--- config.mk ---
export PLATFORM = sky130hd
export DESIGN_NAME = pattern_generator_flat
export DESIGN_NICKNAME = d
export VERILOG_FILES = /design/src/rtl/patgen_pkg.sv /design/src/rtl/pattern_generator_if.sv /design/src/rtl/patgen_hold_counter.sv /design/src/rtl/pattern_generator.sv /design/src/flat_wrapper.sv
export SDC_FILE = /design/constraint.sdc
export NUM_CORES = 1
export LEC_CHECK = 0
export BUFFER_PORTS_ARGS = -buffer_cell sky130_fd_sc_hd__buf_2
export CAP_MARGIN = 10
export CORE_ASPECT_RATIO = 1.75
export CORE_UTILIZATION = 57
export CTS_CLUSTER_DIAMETER = 80
export CTS_CLUSTER_SIZE = 8
export DETAILED_ROUTE_END_ITERATION = 10
export PLACE_DENSITY = 0.88
export RECOVER_POWER = 100
export REMOVE_ABC_BUFFERS = 1
export SETUP_SLACK_MARGIN = 0.4
export SLEW_MARGIN = 20
export SYNTH_ARGS = -nofsm -noshare
export SYNTH_HDL_FRONTEND = slang
export SYNTH_SLANG_ARGS = --single-unit
--- constraint.sdc ---
create_clock -name clk -period 3.9 [get_ports clk]
set_input_delay 1.17 -clock clk [delete_from_list [all_inputs] [get_ports clk]]
set_output_delay 1.17 -clock clk [all_outputs]
set_load 0.02 [all_outputs]
--- src/rtl/patgen_pkg.sv ---
// patgen_pkg: shared state encoding and default sizing for pattern_generator.
package patgen_pkg;
    typedef enum logic {PG_IDLE, PG_RUN} pg_state_e;
    localparam int PG_DEPTH = 8;
    localparam int PG_WIDTH = 4;
    localparam int PG_DIV_W = 8;
endpackage

--- src/rtl/pattern_generator_if.sv ---
// pattern_generator_if: control, write and playback signals of pattern_generator.
// The loop input only exists when PATGEN_LOOP_EN is defined.
interface pattern_generator_if import patgen_pkg::*; #(
    parameter int DEPTH = PG_DEPTH,
    parameter int WIDTH = PG_WIDTH,
    parameter int DIV_W = PG_DIV_W,
    localparam int AW = $clog2(DEPTH)
) ();
    logic             wr_en;
    logic [AW-1:0]    wr_addr;
    logic [WIDTH-1:0] wr_data;
    logic [AW-1:0]    len;
    logic [DIV_W-1:0] div;
`ifdef PATGEN_LOOP_EN
    logic             loop;
`endif
    logic             start;
    logic             stop;
    logic [WIDTH-1:0] out_data;
    logic             out_valid;
    logic             busy;
    logic             done;

    modport master (
        output wr_en, wr_addr, wr_data, len, div, start, stop,
`ifdef PATGEN_LOOP_EN
        output loop,
`endif
        input out_data, out_valid, busy, done
    );

    modport slave (
        input wr_en, wr_addr, wr_data, len, div, start, stop,
`ifdef PATGEN_LOOP_EN
        input loop,
`endif
        output out_data, out_valid, busy, done
    );
endinterface

--- src/rtl/patgen_hold_counter.sv ---
// patgen_hold_counter: loadable down-counter whose zero flag marks a step boundary.
module patgen_hold_counter #(
    parameter int DIV_W = 8
) (
    input  logic             clk,
    input  logic             rst_n,
    input  logic             load_i,
    input  logic [DIV_W-1:0] load_val_i,
    input  logic             en_i,
    output logic             zero_o
);
    logic [DIV_W-1:0] cnt_q, cnt_d;

    assign zero_o = cnt_q == '0;

    always_comb begin
        cnt_d = load_i ? load_val_i : (en_i && !zero_o) ? cnt_q - DIV_W'(1) : cnt_q;
    end

    always_ff @(posedge clk or negedge rst_n) begin
        if (!rst_n) cnt_q <= '0;
        else        cnt_q <= cnt_d;
    end
endmodule

--- src/rtl/pattern_generator.sv ---
// pattern_generator: plays a stored word sequence, each word held div+1 cycles.
// Define PATGEN_LOOP_EN to add the loop input and wrap-around playback.
module pattern_generator import patgen_pkg::*; #(
    parameter int DEPTH = PG_DEPTH,
    parameter int WIDTH = PG_WIDTH,
    parameter int DIV_W = PG_DIV_W,
    localparam int AW = $clog2(DEPTH)
) (
    input logic               clk,
    input logic               rst_n,
    pattern_generator_if.slave pg
);
    pg_state_e        state_q, state_d;
    logic [AW-1:0]    idx_q, idx_d;
    logic [AW-1:0]    len_q, len_d;
    logic [DIV_W-1:0] div_q, div_d;
    logic [WIDTH-1:0] out_q, out_d;
    logic             done_q, done_d;
    logic [WIDTH-1:0] mem_q [DEPTH];
    logic             cnt_load, cnt_en, cnt_zero;
    logic [DIV_W-1:0] cnt_val;
    logic             loop_q;
`ifdef PATGEN_LOOP_EN
    logic             loop_d;
`else
    assign loop_q = 1'b0;
`endif

    patgen_hold_counter #(.DIV_W(DIV_W)) u_hold (
        .clk        (clk),
        .rst_n      (rst_n),
        .load_i     (cnt_load),
        .load_val_i (cnt_val),
        .en_i       (cnt_en),
        .zero_o     (cnt_zero)
    );

    assign pg.out_data  = out_q;
    assign pg.busy      = state_q == PG_RUN;
    assign pg.out_valid = state_q == PG_RUN;
    assign pg.done      = done_q;

    // Step loads read mem_q, i.e. contents from before a same-edge write.
    always_comb begin
        state_d  = state_q;
        idx_d    = idx_q;
        len_d    = len_q;
        div_d    = div_q;
`ifdef PATGEN_LOOP_EN
        loop_d   = loop_q;
`endif
        out_d    = out_q;
        done_d   = 1'b0;
        cnt_load = 1'b0;
        cnt_en   = 1'b0;
        cnt_val  = div_q;
        if (state_q == PG_IDLE) begin
            if (pg.start && !pg.stop) begin
                state_d  = PG_RUN;
                len_d    = pg.len;
                div_d    = pg.div;
`ifdef PATGEN_LOOP_EN
                loop_d   = pg.loop;
`endif
                idx_d    = '0;
                out_d    = mem_q[0];
                cnt_load = 1'b1;
                cnt_val  = pg.div;
            end
        end else if (pg.stop) begin
            state_d = PG_IDLE;
            out_d   = '0;
        end else if (!cnt_zero) begin
            cnt_en = 1'b1;
        end else if (idx_q < len_q || loop_q) begin
            idx_d    = idx_q < len_q ? idx_q + AW'(1) : '0;
            out_d    = mem_q[idx_d];
            cnt_load = 1'b1;
        end else begin
            state_d = PG_IDLE;
            out_d   = '0;
            done_d  = 1'b1;
        end
    end

    always_ff @(posedge clk or negedge rst_n) begin
        if (!rst_n) begin
            state_q <= PG_IDLE;
            idx_q   <= '0;
            len_q   <= '0;
            div_q   <= '0;
            out_q   <= '0;
            done_q  <= 1'b0;
        end else begin
            state_q <= state_d;
            idx_q   <= idx_d;
            len_q   <= len_d;
            div_q   <= div_d;
            out_q   <= out_d;
            done_q  <= done_d;
        end
    end

`ifdef PATGEN_LOOP_EN
    always_ff @(posedge clk or negedge rst_n) begin
        if (!rst_n) loop_q <= 1'b0;
        else        loop_q <= loop_d;
    end
`endif

    always_ff @(posedge clk or negedge rst_n) begin
        if (!rst_n) begin
            for (int i = 0; i < DEPTH; i++) mem_q[i] <= '0;
        end else if (pg.wr_en) begin
            mem_q[pg.wr_addr] <= pg.wr_data;
        end
    end
endmodule

--- src/flat_wrapper.sv ---
// flat-port wrapper written by rule: the top's interface ports become plain ports
module pattern_generator_flat import patgen_pkg::*;
#(
    parameter int DEPTH = PG_DEPTH,
    parameter int WIDTH = PG_WIDTH,
    parameter int DIV_W = PG_DIV_W,
    localparam int AW = $clog2(DEPTH)
)
  (clk, rst_n, pg_wr_en, pg_wr_addr, pg_wr_data, pg_len, pg_div, pg_start, pg_stop, pg_out_data, pg_out_valid, pg_busy, pg_done);
  pattern_generator_if #(.DEPTH(DEPTH), .WIDTH(WIDTH), .DIV_W(DIV_W)) pg_i ();
  input logic clk;
  input logic rst_n;
  input wire logic [$bits(pg_i.wr_en)-1:0] pg_wr_en;
  input wire logic [$bits(pg_i.wr_addr)-1:0] pg_wr_addr;
  input wire logic [$bits(pg_i.wr_data)-1:0] pg_wr_data;
  input wire logic [$bits(pg_i.len)-1:0] pg_len;
  input wire logic [$bits(pg_i.div)-1:0] pg_div;
  input wire logic [$bits(pg_i.start)-1:0] pg_start;
  input wire logic [$bits(pg_i.stop)-1:0] pg_stop;
  output wire logic [$bits(pg_i.out_data)-1:0] pg_out_data;
  output wire logic [$bits(pg_i.out_valid)-1:0] pg_out_valid;
  output wire logic [$bits(pg_i.busy)-1:0] pg_busy;
  output wire logic [$bits(pg_i.done)-1:0] pg_done;
  assign pg_i.wr_en = pg_wr_en;
  assign pg_i.wr_addr = pg_wr_addr;
  assign pg_i.wr_data = pg_wr_data;
  assign pg_i.len = pg_len;
  assign pg_i.div = pg_div;
  assign pg_i.start = pg_start;
  assign pg_i.stop = pg_stop;
  assign pg_out_data = pg_i.out_data;
  assign pg_out_valid = pg_i.out_valid;
  assign pg_busy = pg_i.busy;
  assign pg_done = pg_i.done;
  pattern_generator #(.DEPTH(DEPTH), .WIDTH(WIDTH), .DIV_W(DIV_W)) u_core (.clk(clk), .rst_n(rst_n), .pg(pg_i));
endmodule
Yosys cells after proc, flatten, opt, wreduce, memory -nomap -nowiden
Index checks and enable logic that the tools add are counted.
- register bits: 60
- output and inout port bits: 7
- $add $sub $neg: 2
- magnitude comparators: 4
- equal/unequal tests: 4
- mux-type cells: 36
- bitwise operators: 3
- reduce and logical (&&, ||, !) cells: 11
- operator list (cell ; number):
    32-bit bitwise mux ; 1
    4-bit 2-to-1 mux ; 8
    8-bit 2-to-1 mux ; 4
    3-bit 2-to-1 mux ; 6
    1-bit 2-to-1 mux ; 15
    4-bit binary-select mux with 3-bit select ; 1
    4-bit demux with 3-bit select ; 1
    4-bit greater-or-equal comparator, second input constant ; 2
    8-bit zero test ; 1
    3-bit inverter with 4-bit output ; 2
    8-bit by 1-bit subtractor with 8-bit output, second input constant ; 1
    2-bit != test, second input constant ; 3
    4-bit by 1-bit < comparator with 1-bit output, second input constant ; 1
    2-bit AND reduction ; 2
    4-bit AND reduction ; 1
    2-bit nonzero test ; 2
    3-bit by 1-bit adder with 3-bit output, second input constant ; 1
    1-bit logical AND ; 3
    3-bit < comparator ; 1
    3-bit != test, second input constant ; 1
    1-bit zero test ; 2
    1-bit inverter ; 1

Logic depth before layout (Yosys ltp)
Gate-level depths: netlist (run 1).
- word-level depth: 10
- mapped depth: 8
- mapped depth without buffers: 7

Hierarchy
Synthesis (run 1) repeated with hierarchy kept, for this count alone.
- cells, all modules: 269
- area, all modules: 3001.6 um^2
- modules (own cells, without submodules) (module ; times used ; cells each ; area an instance (um^2)):
    pattern_generator ; 1 ; 211 ; 2473.6
    patgen_hold_counter ; 1 ; 58 ; 528.0

Worst setup path before layout (run 1)
OpenSTA, ideal clock, no wires.
- path kind: input to register
- from: input port pg_stop
- to: register u_core.u_hold.cnt_q[6]
- setup time: 0.120 ns
- data arrival time: 2.324 ns
- required time: 3.780 ns
- setup slack: 1.456 ns
- stages: 6
- buffers on the path: 1
- cells stage by stage: nand2b_1 > nor2_2 > buf_2 > mux2i_1 > o22ai_2 > a31o_1
- word-level cells in the longest chain between the ends: 5
- elaborated cells on any way between the ends: 12
- RTL lines (item ; RTL line ; source):
    from (decl) ; flat_wrapper.sv:19 ; input wire logic [$bits(pg_i.stop)-1:0] pg_stop;
    1-bit zero test ; pattern_generator.sv:58 ; if (pg.start && !pg.stop) begin
    1-bit logical AND ; pattern_generator.sv:58 ;
    8-bit 2-to-1 mux / 1-bit 2-to-1 mux (equally long branches) ; pattern_generator.sv:58 ;
    8-bit 2-to-1 mux / 1-bit 2-to-1 mux (equally long branches) ; pattern_generator.sv:57 ; if (state_q == PG_IDLE) begin
    8-bit 2-to-1 mux / 2-bit nonzero test (equally long branches) ; - ;
    to (signal assigned) ; patgen_hold_counter.sv:22 ; else cnt_q <= cnt_d;
    to (decl) ; patgen_hold_counter.sv:12 ; logic [DIV_W-1:0] cnt_q, cnt_d;
Several ways; a longest one is shown, not always the timed one.
A chain may end at the register's enable or synchronous reset.

Worst setup path after layout (run 1)
Same ends and word-level chain as after synthesis.

==> flow_summary_export.csv, run 1 <==
group,metric,value,unit
clock_network,tritoncts,"done",
final_layout,regArea,1501,sq um
final_layout,drive_above_1_share,0.2657,
routing,via_per_inst,6.203,
routing,routed_wirelength,6270,um
yosys,synth-edff-count,0,
place,pre_cts_ws,0.9832,ns
setup_path,cp-end-kind,"flip-flop",
floorplan,pin_count,30,
power,power_frac_clock,0.314,
timing,setup_violations,0,
yosys,ys_types,47,
setup_path,cp_data_required_time,4.14,ns
power,leakage,1.420,nW
grt,antenna_found_initial,0,
run_status,status,"finished, violations left",
grt,grt_pass1_wl,10790,um
clock_network,clk_pin_slew,0.07,ns
power,p_int,0.001366,W
final_layout,syn_to_final_growth,12.83,%
floorplan,core,4977,sq um
timing,fin_ws,1.034,ns
routing,antenna_left,0,
power,p_seq_frac,0.453,
routing,firstDrtPassIters,5,
clock_network,cts_resized,0,
timing,fin_skew,0.008402,ns
routing,routed-via-count,2109,
yosys,synthesis.area,2964,sq um
final_layout,num_antenna_cells,0,
timing,maxSlewViolCount,44,
setup_path,cp-start-kind,"input port",
final_layout,multiInputGateArea,1378,sq um
routing,drc_errors,0,
timing,timing.final.crit_share,0.7348,
flow_run,max_cap_violations,1,
final_layout,fin_nets,309,
place,dp_hpwl,4484,um
timing,finalHoldViolations,0,
timing,relSlewSlack,-0.5337,
run_status,failed_checks,"max-capacitance violations, max-slew violations",
routing,avgRoutedWirePerCell,18.44,um
grt,grt_use_total,0.2625,
yosys,synth_seq_cells,60,
clock_network,clkSinkCount,60,
setup_path,worst-r2r-setup-slack,1.67,ns
timing,worst_hold_slack,0.4897,ns
place,place_congestion,0.8785,
floorplan,die_h,97.40,um
power,netSwitchingFraction,0.3112,
clock_network,clk-insertion-delay-late,0.35,ns
clock_network,ctsLongestPathBuffers,2,
clock_network,root_buffer,"clkbuf_8",
power,p_per_area,593.1,nW/um^2
floorplan,rows,34,
place,portBuffers,29,
timing,min_period,2.866,ns
hold_path,hold_path.class,"flip-flop to flip-flop",
setup_path,cp.arrival,3.11,ns
setup_path,crit_fanout,14,
timing,fin_tns_setup,0,ns
yosys,ys_warn_count,0,
clock_network,cts_made_buffers,9,
floorplan,start_util,0.5955,
setup_path,crit_type,"input port to flip-flop",
timing,rsz0062_at_grt,"false",
floorplan,die_area,5504,sq um
routing,drt-initial-drc-count,75,
final_layout,finalCoreUtilization,0.6719,
power,p_switching,0.0006173,W
grt,grt_pass1_vias,2307,
grt,grt_overflow,0,
floorplan,dieWidth,56.51,um
power,pwr-share-comb,0.233,
yosys,synth_flop_cell,"dfrtp_1",
clock_network,ctsHoldBuffers,0,
yosys,synthCells,247,
yosys,ys_seq_area_frac,0.5065,
timing,max_freq,349.0,MHz
timing,worst_pin_slew,2.300,ns
grt,grt_max_degree,44,
final_layout,fillCellCount,395,
clock_network,cts_setup_buffers,0,
yosys,ys_async_sr_fraction,1.000,
yosys,synth_area_per_cell,12.00,sq um
power,vdd.ir_drop.worst,0.4966,mV
clock_network,htree_num_levels,3,
[layout by cell type, fill, tap and decap left out, types with 6 or more instances in the layout]
master / netlist / final
dfrtp_1: 60 / 60
mux2_2: 38 / 33
buf_2: 3 / 18
nand2_1: 16 / 16
nand3_1: 13 / 13
clkbuf_1: 1 / 13
nand2b_1: 12 / 12
nor2_1: 10 / 11
o21ai_0: 7 / 10
clkbuf_8: 0 / 10
inv_1: 8 / 8
o211ai_1: 8 / 8
mux2i_1: 6 / 6
[worst max-delay path, stage by stage]
cell and delay (ns):
clkbuf_1 0.13, nand2b_1 0.26, nor2_1 0.86, mux2i_1 0.37, o22ai_2 0.12, a31o_1 0.20
[state kept, by name, summed over array words and instances (netlist names)]
name,cells
u_core.pg.busy,1
u_core.u_hold.cnt_q,8
u_core.idx_q,3
u_core.mem_q,32
u_core.pg.done,1
u_core.div_q,8
u_core.len_q,3
u_core.pg.out_data,4
[final timing paths]
path	cells past startpoint	startpoint	to
max	6	pg_stop	u_core.u_hold.cnt_q[6]
min	1	u_core.div_q[4]	u_core.div_q[4]
max reg2reg	4	u_core.pg.busy	u_core.u_hold.cnt_q[6]
min reg2reg	1	u_core.div_q[4]	u_core.div_q[4]
max in group asynchronous	1	rst_n	u_core.mem_q[18]
min in group asynchronous	1	rst_n	u_core.mem_q[11]
[cell usage after synthesis, types with 5 or more instances]
master,count,share of area
ha_1,5,0.021
a211oi_1,5,0.013
nand3_1,13,0.022
nor2_1,10,0.013
o21ai_0,7,0.012
nand2_1,16,0.020
dfrtp_1,60,0.51
mux2_2,38,0.14
o211ai_1,8,0.020
mux2i_1,6,0.020
inv_1,8,0.010
nand2b_1,12,0.025
[area by class of cell]
type	count	share of cell area
flip-flops and latches	60	0.4489
clock inverters	4	0.02170
well taps	54	0.02020
inverters	9	0.01010
repair buffers	31	0.04377
multi-input cells	170	0.4119
clock buffers	12	0.04340
[per-layer routing]
metal  wire length [um]  GRT usage  part of all wire
met5                  0          0                 0
met4                201     0.1351             0.032
met3                250    0.07590             0.040
met2               3484     0.4561              0.56
met1               2334     0.2805              0.37
[through the flow]
step                area (sq um)  cells  total power [W]
floorplan                   2915    239         0.001220
global placement            3143    324         0.001343
detailed placement          3143    324         0.001375
CTS                         3361    340         0.001999
global route                3344    340         0.002085
finish                      3344    340         0.001984
[power by group through the flow]
| stage | Sequential [W] | Clock, W | Combinational [W] |
|---|---|---|---|
| floorplan | 0.000890 | 0 | 0.000330 |
| global placement | 0.000896 | 0 | 0.000447 |
| detailed placement | 0.000907 | 0 | 0.000468 |
| CTS | 0.000896 | 0.000631 | 0.000472 |
| global route | 0.000915 | 0.000661 | 0.000509 |
| finish | 0.000899 | 0.000623 | 0.000461 |
[logic make-up after synthesis]
group	after synthesis	synth area share
simple gates	70	0.1330
fa+ha+maj	5	0.02111
buf+inv	17	0.02785
flops	60	0.5065
mux	48	0.1950
compound gates	46	0.1136
xor+xnor	1	0.002955
No activity file was read; power rests on OpenSTA's default activity.
==> inputs of run 2 (changes only) <==
- clock period: 3.9 -> 2.7 ns (I/O delays scaled with it)
==> flow_summary_export.csv, run 2 (synthesized netlist as in run 1, its figures left out) <==
group,metric,value,unit
timing,fin_tns_setup,0,ns
final_layout,drive_above_1_share,0.2613,
timing,rsz0062_at_grt,"false",
timing,finalHoldViolations,0,
routing,firstDrtPassIters,4,
place,place_congestion,0.8941,
floorplan,start_util,0.5955,
power,p_per_area,790.4,nW/um^2
timing,timing.final.crit_share,0.8657,
floorplan,pin_count,30,
setup_path,crit_type,"input port to flip-flop",
grt,grt_overflow,0,
routing,drt-initial-drc-count,104,
floorplan,core,4977,sq um
final_layout,multiInputGateArea,1375,sq um
power,leakage,1.407,nW
clock_network,htree_num_levels,3,
routing,drc_errors,0,
routing,via_per_inst,6.381,
routing,routed-via-count,2176,
grt,grt_max_degree,61,
power,vdd.ir_drop.worst,0.6198,mV
final_layout,regArea,1501,sq um
clock_network,cts_resized,0,
grt,grt_use_total,0.2564,
place,dp_hpwl,4386,um
setup_path,worst_r2r_path_depth,6,
clock_network,clk_pin_slew,0.06,ns
floorplan,die_area,5504,sq um
routing,routed_wirelength,6277,um
timing,fin_skew,0.009083,ns
setup_path,cp-start-kind,"input port",
setup_path,cp.arrival,2.56,ns
hold_path,hold_depth,1,
run_status,status,"complete, no violations",
grt,antenna_found_initial,0,
final_layout,top_regs,"u_core.mem_q x32, u_core.div_q x8, u_core.u_hold.cnt_q x8",
final_layout,layout_common_cells,"dfrtp_1, mux2_2, buf_2, nand2_1, clkbuf_1",
final_layout,fillCellCount,404,
grt,grt_pass1_wl,10570,um
floorplan,dieWidth,56.51,um
setup_path,cp-end-kind,"flip-flop",
grt,grt_pass1_vias,2262,
setup_path,crit_fanout,10,
timing,worst_pin_slew,1.449,ns
clock_network,tritoncts,"done",
final_layout,final_common_cell,"dfrtp_1",
clock_network,cts_made_buffers,9,
floorplan,rows,34,
final_layout,regMostFlops,"u_core.mem_q",
setup_path,cp_data_required_time,2.92,ns
timing,maxSlewViolCount,0,
clock_network,root_buffer,"clkbuf_8",
clock_network,ctsLongestPathBuffers,2,
timing,relSlewSlack,0.03375,
clock_network,ctsHoldBuffers,0,
place,portBuffers,29,
timing,setup_violations,0,
hold_path,hold_path.class,"flip-flop to flip-flop",
flow_run,max_cap_violations,0,
clock_network,clk-insertion-delay-late,0.34,ns
clock_network,clkSinkCount,60,
final_layout,num_antenna_cells,0,
final_layout,fin_nets,314,
timing,min_period,2.337,ns
timing,max_freq,427.8,MHz
routing,antenna_left,0,
timing,worst_hold_slack,0.4879,ns
routing,avgRoutedWirePerCell,18.41,um
floorplan,die_h,97.40,um
final_layout,largest_reg_flops,32,
final_layout,syn_to_final_growth,11.27,%
clock_network,cts_setup_buffers,0,
==> run 2: final cells by class <==
class,instances,share of cell area
flip-flops and latches,60,0.4552
multi-input cells,170,0.4169
repair buffers,36,0.05311
clock buffers,12,0.04401
well taps,54,0.02049
inverters,9,0.01024
==> run 2: power by group <==
group          total [W]  switching [W]  internal [W]
Clock           0.000642       0.000305      0.000338
Sequential       0.00130       0.000186       0.00112
Combinational   0.000662       0.000345      0.000317
Total            0.00261       0.000835       0.00177
==> run 2: metal layers <==
layer,part of all wire,vias to the layer above,track usage,wire (um)
met2,0.56,87,0.4498,3488
met1,0.36,1064,0.2725,2286
li1,-,1003,-,-
met4,0.034,0,0.1426,214
met5,0,-,0,0
met3,0.046,22,0.06258,288
==> run 2: final timing paths <==
check                                         end       startpoint  slack [ns]
setup / recovery           u_core.u_hold.cnt_q[6]          pg_stop        0.36
hold / removal                    u_core.div_q[7]  u_core.div_q[7]        0.49
max in group asynchronous         u_core.mem_q[2]            rst_n        0.93
hold reg to reg                   u_core.div_q[7]  u_core.div_q[7]        0.49
min in group asynchronous         u_core.mem_q[8]            rst_n        0.90
setup reg to reg            u_core.pg.out_data[3]  u_core.idx_q[0]        0.39
==> run 2: through the flow <==
step	power, W	std cells	util	cell area [sq um]	setup slack, ns
global route	0.002752	341	0.6626	3298	0.2266
finish	0.002607	341	0.6626	3298	0.3625
detailed placement	0.001987	329	0.6415	3193	0.2630
global placement	0.001945	329	0.6415	3193	0.3315
CTS	0.002639	341	0.6707	3338	0.4189
floorplan	0.001763	239	-	2915	0.4976
==> run 2: worst max-delay path: stages <==
cell,delay [ns]
clkbuf_1,0.12
nand2b_1,0.25
nor2_1,0.73
mux2i_1,0.34
o22ai_2,0.11
a31o_1,0.19
==> inputs of run 3 (changes only) <==
- clock period: 2.7 -> 2.75 ns (I/O delays scaled with it)
==> flow_summary_export.csv, run 3 (synthesized netlist as in run 1, its figures left out) <==
group,metric,value,unit
setup_path,startpoint,"pg_stop",
hold_path,hold_path.startpoint,"u_core.div_q[2]",
floorplan,rows,34,
place,dp_hpwl,4592,um
grt,grt_pass1_wl,10560,um
setup_path,crit_family,"simple AND/OR/NAND/NOR gates",
clock_network,root_buffer,"clkbuf_8",
place,place_inst,327,
final_layout,num_antenna_cells,0,
timing,finalHoldViolations,0,
setup_path,cp-end-kind,"flip-flop",
routing,wl_met2,3406,um
final_layout,syn_to_final_growth,12.54,%
place,placed_cell_area,3178,sq um
place,place_congestion,0.9152,
grt,grt_max_degree,40,
timing,fin_skew,0.01009,ns
run_status,status,"complete, no violations",
timing,min_period,2.349,ns
final_layout,fin_nets,312,
final_layout,final_common_cell,"dfrtp_1",
timing,fin_tns_setup,0,ns
power,p_per_area,804.7,nW/um^2
final_layout,layout_common_cells,"dfrtp_1, mux2_2, buf_2, nand2_1, clkbuf_1",
setup_path,cp_data_required_time,2.99,ns
setup_path,cp-start-kind,"input port",
floorplan,die_area,5504,sq um
setup_path,crit_buf_inv,1,
routing,top_layer,"met4",
timing,maxSlewViolCount,0,
hold_path,hold_path.class,"flip-flop to flip-flop",
flow_run,max_cap_violations,0,
clock_network,cts_made_buffers,9,
routing,routed_wirelength,6262,um
setup_path,r2r_start,"u_core.idx_q[0]",
power,leakage,1.418,nW
place,portBuffers,29,
grt,antenna_found_initial,0,
clock_network,tritoncts,"done",
setup_path,slowest_stage,"nor2_1",
floorplan,pin_count,30,
timing,rsz0062_at_grt,"false",
routing,avgRoutedWirePerCell,18.26,um
timing,worst_pin_slew,1.245,ns
timing,setup_violations,0,
clock_network,clk_pin_slew,0.07,ns
setup_path,cp.arrival,2.59,ns
timing,worst_hold_slack,0.4853,ns
final_layout,largest_reg_flops,32,
clock_network,ctsLongestPathBuffers,2,
routing,drc_errors,0,
final_layout,regMostFlops,"u_core.mem_q",
floorplan,core,4977,sq um
routing,routed-via-count,2149,
final_layout,post-route-cell-area,3336,sq um
floorplan,die_h,97.40,um
final_layout,drive_above_1_share,0.2595,
final_layout,final_cell_count_no_fill,343,
final_layout,fillCellCount,383,
routing,via_per_inst,6.265,
clock_network,clkSinkCount,60,
power,vdd.ir_drop.worst,0.5913,mV
grt,grt_use_total,0.2563,
timing,timing.final.crit_share,0.8542,
timing,relSlewSlack,0.1698,
floorplan,start_util,0.5955,
routing,wl_met3,231,um
clock_network,clk-insertion-delay-late,0.35,ns
setup_path,crit_type,"input port to flip-flop",
final_layout,regArea,1501,sq um
routing,firstDrtPassIters,4,
final_layout,top_regs,"u_core.mem_q x32, u_core.div_q x8, u_core.u_hold.cnt_q x8",
setup_path,path_cells,"clkbuf_1 -> nand2b_1 -> nor2_1 -> mux2i_1 -> o22ai_2 -> a31o_1",
clock_network,htree_num_levels,3,
setup_path,crit_fanout,10,
routing,antenna_left,0,
setup_path,slowest_delay,0.71,ns
final_layout,multiInputGateArea,1375,sq um
timing,max_freq,425.7,MHz
routing,drt-initial-drc-count,91,
floorplan,dieWidth,56.51,um
grt,grt_overflow,0,
grt,grt_pass1_vias,2294,
routing,wl_met1,2363,um
-- run 3: worst paths after layout --
check	endpoint	slack (ns)	depth (start not counted)
worst min-delay path	u_core.div_q[2]	0.49	1
max in group asynchronous	u_core.idx_q[2]	1.22	2
worst min register to register	u_core.div_q[2]	0.49	1
min in group asynchronous	u_core.div_q[6]	0.72	1
worst max-delay path	u_core.u_hold.cnt_q[6]	0.40	6
worst max register to register	u_core.pg.out_data[2]	0.44	6
-- run 3: report_power, final --
part | total (W) | switching, W | internal, W
Sequential | 0.00127 | 0.000179 | 0.00110
Combinational | 0.000651 | 0.000341 | 0.000311
Clock | 0.000758 | 0.000345 | 0.000414
Total | 0.00268 | 0.000865 | 0.00182
-- run 3: area by class of cell --
cell class / instances / area share
inverters: 9 / 0.01013
clock buffers: 11 / 0.03938
clock inverters: 5 / 0.01575
well taps: 54 / 0.02026
flip-flops and latches: 60 / 0.4501
repair buffers: 34 / 0.05214
multi-input cells: 170 / 0.4122
-- run 3: metal layers --
layer,GRT usage,up-vias
met5,0,-
met4,0.1820,0
met3,0.05326,26
met2,0.4317,73
met1,0.2774,1054
li1,-,996
-- run 3: metrics by stage --
step / worst slack [ns] / power, W / utilization
2_1_floorplan: 0.5476 / 0.001731 / -
3_3_place_gp: 0.3792 / 0.001913 / 0.6385
3_5_place_dp: 0.3138 / 0.001954 / 0.6385
4_1_cts: 0.4578 / 0.002709 / 0.6755
5_1_grt: 0.2676 / 0.002833 / 0.6702
6_report: 0.4010 / 0.002684 / 0.6702
-- run 3: timing repair --
item / 4_1_cts / 5_1_grt
endpoints found under the hold margin: 0 / 0
hold buffers: 0 / 0
endpoints found under the setup margin: 0 / 4
gates resized for setup: 0 / 1
buffers inserted: 0 / 0
